File: src/rtl/result_flags_pipe.sv
// Result-flags pipeline: delays each instruction's flag-update class by STAGES
// cycles and merges the execution-unit flags into the architectural register.
module result_flags_pipe #(
  parameter int unsigned FLAG_W = 4,
  parameter int unsigned STAGES = 2,
  parameter int unsigned CNT_W  = $clog2(STAGES + 1)
) (
  input  logic              clk,
  input  logic              reset,
  input  logic              enable,
  input  logic              flush,
  input  logic              issue_valid,
  input  logic [2:0]        issue_class,
  input  logic [3:0]        result_flags,
  input  logic              flags_wr,
  input  logic [FLAG_W-1:0] flags_wr_data,
  output logic [FLAG_W-1:0] flags,
  output logic [FLAG_W-1:0] flags_next,
  output logic [2:0]        commit_class,
  output logic              pending,
  output logic [CNT_W-1:0]  pending_cnt
);

  typedef enum logic [2:0] {
    CLS_NO_OP        = 3'd0,
    CLS_LOAD_ARITH   = 3'd1,
    CLS_LOAD_ARITH_O = 3'd2,
    CLS_LOAD_LOGIC   = 3'd3,
    CLS_LOAD_MULT    = 3'd4,
    CLS_LOAD_SHIFT   = 3'd5
  } cls_e;

  logic [STAGES-1:0] r_vld;
  cls_e              r_cls [STAGES];
  logic [FLAG_W-1:0] r_flags;

  logic              w_issue_ok;
  logic              w_exit_vld;
  cls_e              w_exit_cls;
  logic [FLAG_W-1:0] w_merge;
  logic [FLAG_W-1:0] w_flags_next;
  logic [CNT_W-1:0]  w_cnt;

  // Reserved classes 6-7 fall outside the range and are stored as invalid NO_OPs.
  assign w_issue_ok = issue_valid && (issue_class >= 3'd1) && (issue_class <= 3'd5);
  assign w_exit_vld = r_vld[STAGES-1];
  assign w_exit_cls = r_cls[STAGES-1];

  always_ff @(posedge clk) begin
    if (reset) begin
      r_vld   <= '0;
      r_flags <= '0;
      for (int unsigned i = 0; i < STAGES; i++) r_cls[i] <= CLS_NO_OP;
    end else if (enable) begin
      r_flags <= w_flags_next;
      if (flush) begin
        r_vld <= '0;
        for (int unsigned i = 0; i < STAGES; i++) r_cls[i] <= CLS_NO_OP;
      end else begin
        r_vld[0] <= w_issue_ok;
        r_cls[0] <= w_issue_ok ? cls_e'(issue_class) : CLS_NO_OP;
        for (int unsigned i = 1; i < STAGES; i++) begin
          r_vld[i] <= r_vld[i-1];
          r_cls[i] <= r_cls[i-1];
        end
      end
    end
  end

  // Bit order is {O,N,Z,C}; bits above O are only touched by an explicit write.
  always_comb begin
    w_merge = r_flags;
    case (w_exit_cls)
      CLS_LOAD_ARITH, CLS_LOAD_SHIFT: w_merge[2:0] = result_flags[2:0];
      CLS_LOAD_ARITH_O:               w_merge[3:0] = result_flags;
      CLS_LOAD_LOGIC: begin
        w_merge[0]   = 1'b0;
        w_merge[2:1] = result_flags[2:1];
        w_merge[3]   = 1'b0;
      end
      CLS_LOAD_MULT: begin
        w_merge[0]   = result_flags[3];
        w_merge[3:1] = result_flags[3:1];
      end
      default: ;
    endcase
  end

  always_comb begin
    w_flags_next = r_flags;
    if (enable && flags_wr) w_flags_next = flags_wr_data;
    else if (w_exit_vld)    w_flags_next = w_merge;
  end

  always_comb begin
    w_cnt = '0;
    for (int unsigned i = 0; i < STAGES; i++) w_cnt = w_cnt + CNT_W'(r_vld[i]);
  end

  assign flags        = r_flags;
  assign flags_next   = w_flags_next;
  assign commit_class = w_exit_vld ? w_exit_cls : CLS_NO_OP;
  assign pending_cnt  = w_cnt;
  assign pending      = (w_cnt != '0);

endmodule

File: config.mk
export PLATFORM = sky130hd
export DESIGN_NAME = result_flags_pipe
export DESIGN_NICKNAME = d
export VERILOG_FILES = /design/src/rtl/result_flags_pipe.sv
export SDC_FILE = /design/constraint.sdc
export NUM_CORES = 1
export LEC_CHECK = 0
export ABC_AREA = 0
export CAP_MARGIN = 20
export CORE_MARGIN = 2
export CORE_UTILIZATION = 35
export CTS_CLUSTER_SIZE = 40
export DETAILED_ROUTE_END_ITERATION = 8
export GPL_ROUTABILITY_DRIVEN = 1
export GPL_TIMING_DRIVEN = 1
export PLACE_DENSITY = 0.74
export SLEW_MARGIN = 10
export SYNTH_ARGS = -nofsm -noshare
export SYNTH_HDL_FRONTEND = slang
export SYNTH_SLANG_ARGS = --single-unit
File: constraint.sdc
create_clock -name clk -period 1.2 [get_ports clk]
set_input_delay 0.18 -clock clk [delete_from_list [all_inputs] [get_ports clk]]
set_output_delay 0.18 -clock clk [all_outputs]
set_load 0.02 [all_outputs]
==> flow_summary.toml <==
[synth]
netlist.area_leader.share_pct = 21.0
synth_cells = 90
yosysSeqAreaShare_pct = 34.9
synth-adder-area-share_pct = 2.91
synth-simple-area-share_pct = 30.0
synth_top_family_by_area = "simple AND/OR/NAND/NOR gates"
ys_types = 35
post-synth-top-area-cell = "edfxtp_1"
synth_area_leaders = "edfxtp_1 21%, dfxtp_1 14%, nor3b_1 5.2%"
synth_compound_area_share_pct = 22.7
synth_xor_area_share_pct = 1.89
syn_avg_cell_area_um2 = 9.55
synth_fp_nets = 109
synth_mux_area_share_pct = 0
synth_area_um2 = 860
synth_seq_cells = 12
ys_warn_count = 0

[flow_run]
cap_violations = 0

[pwr]
swShare_pct = 30.7
ir_worst_vdd_mv = 0.581
power.switching_w = 0.000350
comb_power_share_pct = 34.4
internal_power_w = 0.000790
p_clk_share_pct = 24.6
leakage_nw = 0.651
seqPwrFrac_pct = 41.1
p_per_area_nw_per_um2 = 703

[sta]
hold_violations = 0
setup_ws_ps = -651
rsz0062_at_grt = "yes"
slew_violations = 0
period_share_pct = 154
clock-skew-final_ps = 1.31
setup_viol = 14
whs_ps = 533
post-route-min-period_ps = 1850
fmax_ghz = 0.540
max-slew-margin-rel_pct = 83.6
worst_pin_slew_ps = 244

[floorplanning]
io_pins = 31
core-area_um2 = 2280
die_x_um = 53.6
initial_core_util_pct = 37.8
dieArea_um2 = 2870
rows = 17
die_h_um = 53.6

[detailed_routing]
top_layer = "met4"
drt_iter0_drc = 20
wl_met3_um = 135
wl_met2_um = 1490
drt_pass1_iterations = 4
drt_drc_violations_left = 0
vias = 950
wl_per_cell_um = 14.7
drtAntennaViolNets = 0
routed_wl_um = 2720
drt-met1-wl_um = 1040
vias_per_cell = 5.14

[critical_path]
end_kind = "output pin"
critPathLaunchType = "flop"
rr_startpoint = "r_cls[0][5]$_SDFFCE_PN0P_"
ff2ff_path_depth = 5
critical_path_required_ps = 1020
rrSetupSlack_ps = -340
setup.worst_path.class = "reg -> out"
critPathMaxFanout = 5
startpoint = "r_cls[0][3]$_SDFFCE_PN0P_"
r2r-end = "flags[1]$_SDFFE_PP0P_"
cp.arrival_ps = 1670
worstSetupEndpoint = "flags_next[0]"

[layout]
area_growth_pct = 88.8
layout_commonest_cell = "buf_4"
nFillCells = 169
utilization_pct = 71.3
diodes = 0
drive_above_1_share_pct = 57.3
final_cell_mix = "30 x buf_4, 17 x buf_6, 15 x clkdlybuf4s50_1, 7 x nor2_1"
seqCellArea_um2 = 307
multiInputGateArea_um2 = 602
nNetsFinal = 177

[min_path]
hp-class = "reg -> reg"
holdPathStages = 1

[grt]
grt_pass1_vias = 938
globalRouteOverflowTotal = 0
grt_max_degree = 10
antenna_found_initial = 0
grt_pass1_wl_um = 3750
grt_usage_pct = 18.4

[placed_design]
gp_congestion = 0.780
portBuffers = 30
detailed_place_hpwl_um = 1720

[clock_network]
cts.sinks = 12
clkLatencyLatePin_ps = 280
clk_path_buf_depth = 2
cts_hold_buffers = 0
cts_tree = "done"
clk_pin_slew_ps = 80
cts_inserted_buffers = 3
cts_root_buf = "clkbuf_4"
htree_levels = 1

[run_status]
violations = "negative setup slack"
status = "finished with violations"
-- critical path, stage by stage (launching register included) --
cell and delay (ps):
edfxtp_1 490, buf_6 170, nor3_1 230, o21ai_1 130, a31oi_2 200, buf_4 160
-- cell usage after synthesis (all sizes together) --
master	count
a31oi	3
nand3b	1
clkbuf	2
ha	2
edfxtp	6
o31ai	3
nand2	6
or3	2
o221ai	2
o32a	2
buf	4
a311oi	1
nor2b	4
o21ai	6
and4bb	1
xor2	1
a21oi	4
o2bb2ai	1
or2	1
inv	4
dfxtp	6
o22ai	2
nand4	1
nor3	1
and2	6
nor2	8
nor3b	9
nand2b	1
-- metal layers --
layer | up-vias | global-route usage (%)
met5 | - | 0
met4 | 0 | 12.4
met3 | 10 | 2.78
met2 | 38 | 32.7
met1 | 438 | 20.0
li1 | 464 | -
-- power by group through the flow --
stage / Combinational (W) / Sequential [W] / Clock, W
final: 0.000392 / 0.000468 / 0.000280
after global routing: 0.000417 / 0.000470 / 0.000294
after CTS: 0.000363 / 0.000463 / 0.000286
after detailed placement: 0.000333 / 0.000477 / 0
after global placement: 0.000325 / 0.000476 / 0
after floorplan: 0.000146 / 0.000486 / 0
-- metrics by stage --
| stage | std cells | worst slack [ps] | setup TNS [ps] | power [W] | area (um2) |
|---|---|---|---|---|---|
| 5_1_grt | 185 | -711 | -5230 | 0.00118 | 1620 |
| 6_report | 185 | -651 | -4610 | 0.00114 | 1620 |
| 3_5_place_dp | 168 | -816 | -10520 | 0.000810 | 1390 |
| 4_1_cts | 182 | -622 | -3940 | 0.00111 | 1530 |
| 2_1_floorplan | 90 | -187 | -507 | 0.000632 | 892 |
| 3_3_place_gp | 168 | -801 | -10230 | 0.000801 | 1390 |
-- repair_timing --
action	in CTS	in global routing
pin swaps	4	9
buffers inserted	10	2
gates cloned	0	1
setup endpoints to repair	23	16
gates resized for setup	84	21
-- logic make-up (layout without fill, tap and decap cells) --
family	Yosys count	in the layout
xor gates and xnor gates	1	1
and+or+nand+nor	41	41
buffers and inverters	10	77
adders and majority gates	2	2
AOI/OAI and AO/OA	24	24
DFF	12	12
-- state kept, by name, summed over array words and instances, names as in the netlist --
name and cells:
flags 4, r_cls 6, r_vld 2
-- area by class of cell --
| cell class | count | share of cell area [%] |
|---|---|---|
| clock buffers | 3 | 1.39 |
| clock inverters | 1 | 0.231 |
| inverters | 4 | 1.23 |
| multi-input cells | 68 | 37.1 |
| flip-flops and latches | 12 | 18.9 |
| well taps | 28 | 2.16 |
| repair buffers | 69 | 39.0 |
-- worst min-delay path by stage --
stage                         startpoint                   endpoint  slack (ps)
2_1_floorplan             issue_class[2]  r_cls[0][1]$_SDFFCE_PN0P_         380
3_5_place_dp   r_cls[0][0]$_SDFFCE_PN0P_  r_cls[0][3]$_SDFFCE_PN0P_         510
6_report       r_cls[0][0]$_SDFFCE_PN0P_  r_cls[0][3]$_SDFFCE_PN0P_         530
5_1_grt        r_cls[0][2]$_SDFFCE_PN0P_  r_cls[0][5]$_SDFFCE_PN0P_         550
4_1_cts        r_cls[0][0]$_SDFFCE_PN0P_  r_cls[0][3]$_SDFFCE_PN0P_         530
3_3_place_gp   r_cls[0][1]$_SDFFCE_PN0P_  r_cls[0][4]$_SDFFCE_PN0P_         500
No activity file was read; power rests on OpenSTA's default activity.
